`config.mk`:
```
export PLATFORM = sky130hd
export DESIGN_NAME = seg_scan_capture
export DESIGN_NICKNAME = d
export VERILOG_FILES = /design/src/rtl/seg_scan_capture_pkg.sv /design/src/rtl/seg_scan_capture_seg7_decode.sv /design/src/rtl/seg_scan_capture.sv
export SDC_FILE = /design/constraint.sdc
export NUM_CORES = 1
export LEC_CHECK = 0
export CORE_MARGIN = 5
export CORE_UTILIZATION = 56
export DETAILED_ROUTE_END_ITERATION = 8
export PLACE_DENSITY = 0.86
export SYNTH_ARGS = -nofsm -noshare
export SYNTH_HDL_FRONTEND = slang
export SYNTH_HIERARCHICAL = 1
export SYNTH_SLANG_ARGS = --single-unit
```
`constraint.sdc`:
```
create_clock -name clock -period 2.96 [get_ports clock]
set_clock_uncertainty 0.05 [all_clocks]
set_input_delay 0.888 -clock clock [delete_from_list [all_inputs] [get_ports clock]]
set_output_delay 0.888 -clock clock [all_outputs]
set_load 0.005 [all_outputs]
```
`src/rtl/seg_scan_capture_pkg.sv`:
```
// Shared definitions for the multiplexed 7-segment display bus.
// Holds the segment patterns (shared with the display driver), the digit
// count, the segment bit order and small one-hot helpers.
package seg_scan_capture_pkg;

    localparam int NUM_DIGITS = 4;
    localparam int IDX_W      = $clog2(NUM_DIGITS);
    localparam int SEG_W      = 7;

    // Segment bit order on the bus: {g,f,e,d,c,b,a}
    localparam int SEG_A = 0;
    localparam int SEG_B = 1;
    localparam int SEG_C = 2;
    localparam int SEG_D = 3;
    localparam int SEG_E = 4;
    localparam int SEG_F = 5;
    localparam int SEG_G = 6;

    localparam logic [SEG_W-1:0] SEG_0     = 7'h3F;
    localparam logic [SEG_W-1:0] SEG_1     = 7'h06;
    localparam logic [SEG_W-1:0] SEG_2     = 7'h5B;
    localparam logic [SEG_W-1:0] SEG_3     = 7'h4F;
    localparam logic [SEG_W-1:0] SEG_4     = 7'h66;
    localparam logic [SEG_W-1:0] SEG_5     = 7'h6D;
    localparam logic [SEG_W-1:0] SEG_6     = 7'h7D;
    localparam logic [SEG_W-1:0] SEG_7     = 7'h07;
    localparam logic [SEG_W-1:0] SEG_8     = 7'h7F;
    localparam logic [SEG_W-1:0] SEG_9     = 7'h6F;
    localparam logic [SEG_W-1:0] SEG_BLANK = 7'h00;

    // Decoder result
    typedef struct packed {
        logic [3:0] value;
        logic       blank;
        logic       err;
    } seg_dec_t;

    // One captured digit slot
    typedef struct packed {
        logic [3:0] value;
        logic       dp;
        logic       blank;
        logic       err;
    } slot_t;

    function automatic logic is_onehot(input logic [NUM_DIGITS-1:0] v);
        return (v != '0) && ((v & (v - 1'b1)) == '0);
    endfunction

    function automatic logic [IDX_W-1:0] onehot_idx(input logic [NUM_DIGITS-1:0] v);
        logic [IDX_W-1:0] idx;
        idx = '0;
        for (int i = 0; i < NUM_DIGITS; i++)
            if (v[i]) idx = IDX_W'(i);
        return idx;
    endfunction

endpackage

```
`src/rtl/seg_scan_capture_seg7_decode.sv`:
```
// seg7_decode: combinational 7-segment pattern decoder.
//   seg_i  [6:0]  segment lines {g,f,e,d,c,b,a}
//   dec_o         {value[3:0], blank, err}; blank for the all-off pattern,
//                 err for anything that is neither a numeral nor blank.
module seg7_decode
    import seg_scan_capture_pkg::*;
(
    input  logic [SEG_W-1:0] seg_i,
    output seg_dec_t         dec_o
);

    always_comb begin
        dec_o = '{value: 4'd0, blank: 1'b0, err: 1'b0};
        case (seg_i)
            SEG_0:     dec_o.value = 4'd0;
            SEG_1:     dec_o.value = 4'd1;
            SEG_2:     dec_o.value = 4'd2;
            SEG_3:     dec_o.value = 4'd3;
            SEG_4:     dec_o.value = 4'd4;
            SEG_5:     dec_o.value = 4'd5;
            SEG_6:     dec_o.value = 4'd6;
            SEG_7:     dec_o.value = 4'd7;
            SEG_8:     dec_o.value = 4'd8;
            SEG_9:     dec_o.value = 4'd9;
            SEG_BLANK: dec_o.blank = 1'b1;
            default:   dec_o.err   = 1'b1;
        endcase
    end

endmodule

```
`src/rtl/seg_scan_capture.sv`:
```
// seg_scan_capture: receive side of a multiplexed 4-digit 7-segment bus.
// Samples segment/dp/digit-enable lines, waits for each digit enable to
// settle, captures it into a shadow frame and publishes the frame when the
// scan wraps around.
//   clock, reset      clock, async active-low reset
//   segment[6:0], dp  segment lines and decimal point
//   bytee[3:0]        one-hot digit enables
//   digits[15:0]      decoded values, digit i at [4i+3:4i]
//   dp_out, blank, seg_err [3:0]  per-digit flags of the last frame
//   frame_valid       strobe: frame outputs updated
//   multi_err         strobe: more than one enable bit seen
//   stale             strobe: partial frame dropped by timeout
module seg_scan_capture
    import seg_scan_capture_pkg::*;
#(
    parameter int SETTLE_CYCLES = 2,
    parameter int FRAME_TIMEOUT = 1024
) (
    input  logic                    clock,
    input  logic                    reset,
    input  logic [SEG_W-1:0]        segment,
    input  logic                    dp,
    input  logic [NUM_DIGITS-1:0]   bytee,
    output logic [4*NUM_DIGITS-1:0] digits,
    output logic [NUM_DIGITS-1:0]   dp_out,
    output logic [NUM_DIGITS-1:0]   blank,
    output logic [NUM_DIGITS-1:0]   seg_err,
    output logic                    frame_valid,
    output logic                    multi_err,
    output logic                    stale
);

    localparam int              TW       = $clog2(FRAME_TIMEOUT + 1);
    localparam logic [3:0]      SETTLE   = 4'(SETTLE_CYCLES);
    localparam logic [TW-1:0]   TMO_LAST = TW'(FRAME_TIMEOUT - 1);

    // Input sampling and dwell tracking
    logic [NUM_DIGITS-1:0] cur_q;
    logic [SEG_W-1:0]      seg_q;
    logic                  dp_q;
    logic [3:0]            dwell_q, dwell_d;
    logic                  done_q, done_d;
    logic                  multi_d;

    // Frame assembly
    slot_t [NUM_DIGITS-1:0] shadow_q, shadow_d;
    logic  [NUM_DIGITS-1:0] seen_q, seen_d;
    logic  [IDX_W-1:0]      last_idx_q, last_idx_d;
    logic                   first_q, first_d;
    logic  [TW-1:0]         tmo_q, tmo_d;

    // Outputs
    logic [4*NUM_DIGITS-1:0] digits_q, digits_d;
    logic [NUM_DIGITS-1:0]   dp_out_q, dp_out_d;
    logic [NUM_DIGITS-1:0]   blank_q, blank_d;
    logic [NUM_DIGITS-1:0]   seg_err_q, seg_err_d;
    logic                    fv_q, fv_d;
    logic                    multi_q;
    logic                    stale_q, stale_d;

    seg_dec_t          dec;
    slot_t             new_slot;
    logic [IDX_W-1:0]  cur_idx;
    logic              capture;
    logic              wrap;

    seg7_decode u_dec (
        .seg_i (seg_q),
        .dec_o (dec)
    );

    assign cur_idx  = onehot_idx(cur_q);
    assign new_slot = '{value: dec.value, dp: dp_q, blank: dec.blank, err: dec.err};
    // done_q keeps a saturated dwell from capturing a second time.
    assign capture  = is_onehot(cur_q) && (dwell_q == SETTLE) && !done_q;
    assign wrap     = capture && !first_q && (cur_idx <= last_idx_q);

    always_comb begin
        dwell_d = dwell_q;
        done_d  = done_q;
        multi_d = 1'b0;
        if (bytee != cur_q) begin
            dwell_d = (bytee == '0) ? 4'd0 : 4'd1;
            done_d  = 1'b0;
            multi_d = (bytee != '0) && !is_onehot(bytee);
        end else if (cur_q == '0) begin
            dwell_d = 4'd0;
        end else begin
            if (dwell_q < SETTLE) dwell_d = dwell_q + 4'd1;
            if (capture)          done_d  = 1'b1;
        end
    end

    always_comb begin
        shadow_d   = shadow_q;
        seen_d     = seen_q;
        last_idx_d = last_idx_q;
        first_d    = first_q;
        tmo_d      = tmo_q;
        digits_d   = digits_q;
        dp_out_d   = dp_out_q;
        blank_d    = blank_q;
        seg_err_d  = seg_err_q;
        fv_d       = 1'b0;
        stale_d    = 1'b0;
        if (capture) begin
            tmo_d      = '0;
            first_d    = 1'b0;
            last_idx_d = cur_idx;
            if (wrap) begin
                fv_d = 1'b1;
                // Slots never enabled during the round read as blank.
                for (int i = 0; i < NUM_DIGITS; i++) begin
                    digits_d[4*i +: 4] = seen_q[i] ? shadow_q[i].value : 4'd0;
                    dp_out_d[i]        = seen_q[i] & shadow_q[i].dp;
                    blank_d[i]         = seen_q[i] ? shadow_q[i].blank : 1'b1;
                    seg_err_d[i]       = seen_q[i] & shadow_q[i].err;
                end
                shadow_d = '0;
                seen_d   = '0;
            end
            shadow_d[cur_idx] = new_slot;
            seen_d[cur_idx]   = 1'b1;
        end else if (seen_q != '0) begin
            if (tmo_q == TMO_LAST) begin
                stale_d  = 1'b1;
                shadow_d = '0;
                seen_d   = '0;
                first_d  = 1'b1;
                tmo_d    = '0;
            end else begin
                tmo_d = tmo_q + 1'b1;
            end
        end else begin
            tmo_d = '0;
        end
    end

    always_ff @(posedge clock or negedge reset) begin
        if (!reset) begin
            cur_q      <= '0;
            seg_q      <= '0;
            dp_q       <= 1'b0;
            dwell_q    <= '0;
            done_q     <= 1'b0;
            shadow_q   <= '0;
            seen_q     <= '0;
            last_idx_q <= '0;
            first_q    <= 1'b1;
            tmo_q      <= '0;
            digits_q   <= '0;
            dp_out_q   <= '0;
            blank_q    <= '0;
            seg_err_q  <= '0;
            fv_q       <= 1'b0;
            multi_q    <= 1'b0;
            stale_q    <= 1'b0;
        end else begin
            cur_q      <= bytee;
            seg_q      <= segment;
            dp_q       <= dp;
            dwell_q    <= dwell_d;
            done_q     <= done_d;
            shadow_q   <= shadow_d;
            seen_q     <= seen_d;
            last_idx_q <= last_idx_d;
            first_q    <= first_d;
            tmo_q      <= tmo_d;
            digits_q   <= digits_d;
            dp_out_q   <= dp_out_d;
            blank_q    <= blank_d;
            seg_err_q  <= seg_err_d;
            fv_q       <= fv_d;
            multi_q    <= multi_d;
            stale_q    <= stale_d;
        end
    end

    assign digits      = digits_q;
    assign dp_out      = dp_out_q;
    assign blank       = blank_q;
    assign seg_err     = seg_err_q;
    assign frame_valid = fv_q;
    assign multi_err   = multi_q;
    assign stale       = stale_q;

endmodule

```
After elaboration in Yosys (flattened, before gate mapping) --
Index checks and enable logic that the tools add are counted.
Word-level totals: register bits 94, bits of input ports 14, logic and storage cells 140
Operators by class: $add $sub $neg 4, $lt $le $gt $ge 4, equality and inequality tests 14, multiplexer cells 48, bitwise gates (word level) 11, reductions and logical operators 27
Operators by type and width (count):
- $mux W28 | 5
- $eq A7 B7 Y1 const B | 7
- $mux W4 | 12
- $pmux W4 S9 | 1
- $mux W11 | 3
- $bwmux W28 | 1
- $mux W1 | 21
- $logic_not A4 Y1 | 4
- $demux W7 S2 | 1
- $eq A7 B3 Y1 const B | 2
- $reduce_bool A4 Y1 | 3
- $add A11 B1 Y11 const B | 1
- $eq A11 B10 Y1 const B | 1
- $reduce_or A11 Y1 | 1
- $and A1 B1 Y1 | 8
- $and A4 B4 Y4 | 2
- $logic_and A1 B1 Y1 | 8
- $sub A4 B1 Y4 const B | 2
- $eq A7 B6 Y1 const B | 1
- $logic_not A7 Y1 | 1
- $mux W7 | 1
- $reduce_and A2 Y1 | 3
- $reduce_bool A2 Y1 | 3
- $add A4 B1 Y4 const B | 1
- other kinds (12) | 15

Depth between registers and ports, before layout --
Gate-level depths: netlist of the first run.
word-level depth 12, depth in mapped cells 11, gate-level depth less buffers 9

Hierarchy --
The synthesis of the first run kept the hierarchy.
By module, submodules not included:
- seg_scan_capture | times used 1, cells an instance 343, area an instance 3930.0 µm²
- seg7_decode | times used 1, cells an instance 35, area an instance 216.5 µm²

Worst setup path before layout of the first run --
OpenSTA, ideal clock, no wires.
path kind reg2reg, from reg cur_q[3], to reg blank_q[0], in the netlist blank[0], setup time 0.129 ns, arrival 2.091 ns, required time 2.781 ns, setup slack 0.689 ns, cell stages (with the launch flop) 11, buffers on the path 2, clock period less this slack 2.271 ns, cells stage by stage dfrtp_1 -> buf_6 -> nor2_8 -> inv_1 -> ha_1 -> nor2b_1 -> o31ai_4 -> nand3_2 -> inv_2 -> buf_2 -> a31oi_1
On the way: elaborated cells on any way between the ends 12, classes of those cells 1 x add/sub; 1 x order compare; 1 x mux; 1 x bitwise; 8 x reduce/logical
RTL lines:
- start: declaration | RTL line seg_scan_capture.sv:38 | logic [NUM_DIGITS-1:0] cur_q;
- start signal: assignment | RTL line seg_scan_capture.sv:159 | cur_q <= bytee;
- $mux W2 | RTL line seg_scan_capture_pkg.sv:54 | if (v[i]) idx = IDX_W'(i);
- via cur_idx[1] | RTL line seg_scan_capture.sv:63 | logic [IDX_W-1:0] cur_idx;
- $le A2 B2 Y1 | RTL line seg_scan_capture.sv:76 | assign wrap = capture && !first_q && (cur_idx <= last_idx_q);
- $logic_and A1 B1 Y1 | RTL line seg_scan_capture.sv:76
- $reduce_and A2 Y1 (no source line)
- end signal: assignment | RTL line seg_scan_capture.sv:171 | blank_q <= blank_d;
- end: declaration | RTL line seg_scan_capture.sv:55 | logic [NUM_DIGITS-1:0] blank_q, blank_d;
The timed path passes the listed nets, and every way through them passes these cells. A chain may end at the register's enable or synchronous reset.

Worst setup path in the final report of the first run --
from reg cur_q[3], to reg blank_q[1], in the netlist blank[1]
The elaborated chain is that of the path after synthesis.

==> flow_summary_export.csv, run 1 <==
group,metric,value,unit
setup_path,cp.arrival,2860,ps
yosys,yosysWarningCount,6,
cells_and_area,fin_area,4825,µm²
clocking,h-tree-depth,3,
global_route,grt_start_max_net_pins,50,
pwr,leakage,2.223,nW
placement,postPlaceCellArea,4644,µm²
clocking,cts_setup_buffers,0,
yosys,yosysSeqAreaShare,56.76,%
cells_and_area,finalNonFillerCells,521,
setup_path,path_max_fanout,33,
timing,rsz0062_at_grt,"no",
route,routed_wl,8145,µm
setup_path,critical_path_required,3180,ps
timing,fmax,0.3787,GHz
yosys,synth_area,4146,µm²
route,antenna_left,0,
route,viasPerCell,5.710,
yosys,ys_ff_latch,94,
yosys,synth_cell_types,52,
clocking,path_clk_slew,80,ps
placement,dp.cells,506,
pwr,pwr_density_cell,475.5,nW/µm²
timing,slew_headroom,46.34,%
floorplan,io_pins,45,
yosys,synth_area_per_cell,10.97,µm²
yosys,synth_nets,397,
floorplan,die_w,96.05,µm
timing,drv_slew,0,
yosys,synth-edff-count,0,
setup_path,r2r_slack,320,ps
floorplan,design.die.area,9226,µm²
floorplan,core-area,7214,µm²
placement,gp_congestion,0.8271,
timing,fin_crit_sh,89.22,%
timing,fin_crit,2641,ps
yosys,async_flop_share,100.0,%
floorplan,start_util,57.47,%
cells_and_area,layout-drive-gt1-share,8.531,%
placement,placement.io_buffers,44,
clocking,cts-resized-gates,0,
clocking,clockBufferDepth,2,
cells_and_area,syn2layout_area_growth,16.35,%
global_route,overflow,0,
clocking,cts_sinks,94,
global_route,grt_pass1_wl,13740,µm
clocking,cts_buffers,9,
pwr,ir_drop,0.3276,mV
clocking,ctsHoldBuffers,0,
route,via_count,2975,
yosys,syn_inst,378,
hold_path,hold_class,"reg2reg",
clocking,ctsRootBufferMaster,"clkbuf_8",
cells_and_area,fin_util,66.87,%
setup_path,start_kind,"register",
global_route,grt_pass1_vias,2902,
setup_path,critPathCaptureType,"register",
floorplan,die_h,96.05,µm
timing,finalHoldViolCount,0,
clocking,clock_latency,350,ps
route,drt_iter0_drc,129,
placement,dp_hpwl,5736,µm
yosys,yosys_most_used_dff,"dfrtp_1",
cells_and_area,antennaDiodeCount,0,
route,drc_errors,0,
global_route,gr-usage-all-layers,19.37,%
floorplan,rows,31,
timing,tightest_slew,797.6,ps
clocking,cts_tree,"built",
route,drt_pass1_iterations,4,
timing,finalSetupViolCount,0,
timing,fin_setup_tns,0,ps
cells_and_area,final_nets,437,
status,status,"completed",
route,post_drt_wl_per_cell,15.63,µm
setup_path,crit_type,"reg2reg",
global_route,antenna_found_initial,0,
flow_run,maxCapViolCount,0,
[per-layer routing]
metal / track usage [%] / vias up / wire length [µm]
li1: - / 1406 / -
met1: 26.85 / 1467 / 3706
met2: 30.65 / 86 / 3840
met3: 3.362 / 16 / 438
met4: 7.227 / 0 / 158
met5: 0 / - / 0
[placed cells by master (no fill, tap or decap), types with 4 or more instances in the layout]
cell type / count
dfrtp_1: 93
nand2_1: 61
clkdlybuf4s50_1: 43
nand3_1: 31
nor2_1: 28
a22o_1: 28
a21oi_1: 11
inv_1: 10
xnor2_1: 9
nor3_1: 9
clkbuf_8: 9
xor2_1: 7
o21ai_0: 6
a21o_1: 5
ha_1: 5
nor4_1: 4
nand2b_1: 4
and3_1: 4
a31oi_1: 4
buf_4: 4
[flip-flops by register name, indices dropped and copies added (netlist names), 2 cells and up]
register,flops
blank,4
cur_q,4
digits,16
dp_out,4
dwell_q,4
last_idx_q,2
seen_q,4
seg_err,4
seg_q,7
shadow_q,28
tmo_q,11
[metrics by stage]
stage / total power, mW / hold WS, ps / setup WS, ps
6_report: 2.294 / 421.5 / 319.1
4_1_cts: 2.318 / 423.3 / 333.0
2_1_floorplan: 1.449 / 402.2 / 689.5
3_5_place_dp: 1.521 / 404.5 / 361.1
5_1_grt: 2.387 / 447.2 / 151.1
3_3_place_gp: 1.516 / 399.9 / 462.2
[report_power, final]
group	internal (mW)	switching, mW
Sequential	1.31	0.0361
Clock	0.385	0.414
Combinational	0.0653	0.0882
[final cells by class]
class	count	area (µm²)
clock inverter	4	48.80
fill	565	2390
tap	99	123.9
clock buffer	11	131.4
inverter	11	41.29
multi-input combinational	254	1645
timing repair buffer	48	480.5
sequential	94	2354
[path summary, 6_finish.rpt]
check | startpoint | end | cells after the start
max in group asynchronous | reset | shadow_q[19] | 2
min | digits[2] | digits[2] | 2
min in group asynchronous | reset | dwell_q[1] | 1
max reg2reg | cur_q[3] | blank[1] | 10
max | cur_q[3] | blank[1] | 10
min reg2reg | digits[2] | digits[2] | 2
[cell families after synthesis]
logic type,Yosys count,synth area share (%)
AO/OA/AOI/OAI,67,13.70
XOR/XNOR,17,3.772
adder cells (fa/ha/maj),6,1.750
buffers and inverters,30,3.560
flip-flops,94,56.76
AND/OR/NAND/NOR,164,20.46
[critical path: stages (launching register included)]
cell	delay (ps)
dfrtp_1	560
nor2_8	260
inv_1	60
ha_1	280
nor2b_1	160
o31ai_4	400
nand3_2	140
inv_2	80
buf_4	310
nor2_1	70
a31oi_1	170
[synthesized netlist by cell type, types with 2 or more instances]
master	instances	area, µm²
nor3_2	2	20.02
o41ai_1	2	17.52
nand2_1	61	229.0
o41ai_4	2	55.05
a21oi_1	11	55.05
nor2b_1	2	12.51
nor3_1	9	45.04
and4_1	2	17.52
a21o_1	5	37.54
nor2_8	2	40.04
buf_1	3	11.26
xor2_1	7	61.31
nor4_1	4	25.02
a22o_1	28	245.2
buf_6	2	22.52
nand2b_1	4	25.02
clkbuf_1	2	7.510
ha_1	5	62.56
inv_1	10	37.54
xnor2_1	9	78.83
or3_1	2	12.51
nand3_1	31	155.2
o22ai_1	2	12.51
buf_4	2	15.01
dfrtp_1	93	2327
nand4_1	2	12.51
buf_2	9	45.04
a31oi_1	4	25.02
nor2_1	28	105.1
nand3_2	2	20.02
o21ai_0	6	30.03
o31ai_2	2	25.02
and3_1	4	25.02
Power figures use the tool's default switching activity.
==> inputs of run 2 (changes only) <==
--- a/config.mk
+++ b/config.mk
@@ -9,6 +9,7 @@
 export CORE_UTILIZATION = 56
 export DETAILED_ROUTE_END_ITERATION = 8
 export PLACE_DENSITY = 0.86
+export SETUP_SLACK_MARGIN = 0.5
 export SYNTH_ARGS = -nofsm -noshare
 export SYNTH_HDL_FRONTEND = slang
 export SYNTH_HIERARCHICAL = 1
==> run 2 against run 1 <==
  * Register-to-register slack improved by 250 ps
  * Critical path depth fell by 1
  * First-iteration DRC count rose by 32%
  * Core utilization rose by 1.0 points
  * Fmax rose by 11%
  * Critical endpoint is now shadow_q[22]
  * Clock-buffer cell count did not move
  * Sequential power barely moved
==> flow_summary_export.csv, run 2 (same netlist as run 1, synthesis figures left out) <==
group,metric,value,unit
cells_and_area,antennaDiodeCount,0,
floorplan,start_util,57.47,%
cells_and_area,fillers,549,
setup_path,r2r_slack,570,ps
clocking,cts_tree,"built",
timing,drv_slew,0,
route,via_count,3017,
clocking,ctsHoldBuffers,0,
cells_and_area,final_nets,444,
timing,whs,421.8,ps
pwr,power_frac_clock,34.7,%
cells_and_area,layout_commonest_cell,"dfrtp_1",
route,drt_iter0_drc,170,
placement,postPlaceCellArea,4644,µm²
cells_and_area,multiInputGateArea,1663,µm²
global_route,grt_start_max_net_pins,50,
pwr,leakage,2.257,nW
setup_path,r2r-end,"shadow_q[22]",
route,antenna_left,0,
timing,fmax,0.4191,GHz
clocking,clock_latency,350,ps
route,drc_errors,0,
setup_path,crit_type,"reg2reg",
timing,fin_ws,574.1,ps
clocking,cts_sinks,94,
route,drt_pass1_iterations,4,
clocking,ctsRootBufferMaster,"clkbuf_8",
status,status,"completed",
placement,dp_hpwl,5736,µm
setup_path,start_kind,"register",
timing,finalSetupViolCount,0,
floorplan,die_w,96.05,µm
route,viasPerCell,5.714,
cells_and_area,finalNonFillerCells,528,
pwr,pwr_density_cell,470.4,nW/µm²
floorplan,core-area,7214,µm²
cells_and_area,largest_reg_flops,28,
route,routed_wl,8260,µm
clocking,h-tree-depth,3,
placement,placement.io_buffers,44,
global_route,gr-usage-all-layers,19.38,%
pwr,design_power_total,2.305,mW
timing,rsz0062_at_grt,"no",
clocking,path_clk_slew,80,ps
setup_path,critical_path_required,3140,ps
placement,place_ws,361.1,ps
floorplan,rows,31,
route,post_drt_wl_per_cell,15.64,µm
timing,fin_crit_sh,80.61,%
cells_and_area,regArea,2355,µm²
timing,fin_setup_tns,0,ps
floorplan,die_h,96.05,µm
pwr,internal_power,1.762,mW
setup_path,critPathCaptureType,"register",
cells_and_area,fin_util,67.92,%
setup_path,cp.arrival,2570,ps
clocking,clockBufferDepth,2,
setup_path,crit_end,"shadow_q[22]",
setup_path,startpoint,"cur_q[2]",
setup_path,r2r_start,"cur_q[2]",
floorplan,io_pins,45,
cells_and_area,mostFrequentLayoutCells,"dfrtp_1, nand2_1, clkdlybuf4s50_1, nand3_1",
global_route,overflow,0,
cells_and_area,layout-drive-gt1-share,10.26,%
flow_run,maxCapViolCount,0,
setup_path,path_max_fanout,10,
cells_and_area,regMostFlops,"shadow_q",
placement,dp.cells,506,
pwr,ir_drop,0.3292,mV
pwr,switching_power,0.5423,mW
timing,finalHoldViolCount,0,
pwr,pwr-share-seq,58.2,%
setup_path,reg2reg_depth,9,
hold_path,hold_class,"reg2reg",
global_route,grt_pass1_wl,13770,µm
clocking,cts_buffers,9,
timing,slew_headroom,45.73,%
global_route,antenna_found_initial,0,
floorplan,design.die.area,9226,µm²
pwr,switching_share,23.53,%
timing,tightest_slew,806.6,ps
cells_and_area,fin_area,4900,µm²
pwr,combPwrFrac,7.1,%
placement,gp_congestion,0.8271,
timing,fin_crit,2386,ps
cells_and_area,syn2layout_area_growth,18.17,%
global_route,grt_pass1_vias,2907,
==> run 2: cell count changes in the layout (fill, tap and decap cells not counted), sizes merged <==
cell,delta
buf,+7
==> run 2: area by class of cell <==
cell class | count | share of cell area (%)
Clock inverter | 4 | 0.9959
Clock buffer | 11 | 2.681
Sequential cell | 94 | 48.06
Timing Repair Buffer | 55 | 10.96
Inverter | 11 | 0.8427
Multi-Input combinational cell | 254 | 33.94
Tap cell | 99 | 2.528
==> run 2: what timing repair did <==
action,4_1_cts,5_1_grt
setup buffers,1,6
pin swaps,1,2
gates resized for setup,0,4
setup endpoints to repair,28,56
==> run 2: metal layers <==
metal  track usage [%]  part of all wire, %
met5                 0                    0
met4             7.227                  1.5
met3             3.362                  5.4
met2             30.71                   48
met1             26.85                   45
==> run 2: critical path, cell delays in order (launching register included) <==
cell and delay, ps:
dfrtp_1 500, nor2_8 220, inv_1 60, ha_1 290, nor2b_1 160, o31ai_4 240, buf_4 220, o41ai_4 100
buf_4 190, a22o_1 240
==> run 2: worst min path at each step <==
stage          depth (start not counted)  slack, ps        end       from
6_report                               2        420  digits[2]  digits[2]
5_1_grt                                2        450  digits[4]  digits[4]
4_1_cts                                2        420  digits[1]  digits[1]
3_5_place_dp                           2        400  digits[1]  digits[1]
3_3_place_gp                           2        400  digits[6]  digits[6]
2_1_floorplan                          1        400   tmo_q[0]   tmo_q[0]
==> run 2: power by group through the flow <==
stage	clock network (mW)	registers [mW]	logic, mW
global route	0.867	1.35	0.184
floorplan	0	1.35	0.103
CTS	0.821	1.34	0.158
global placement	0	1.36	0.152
detailed placement	0	1.37	0.155
finish	0.800	1.34	0.164
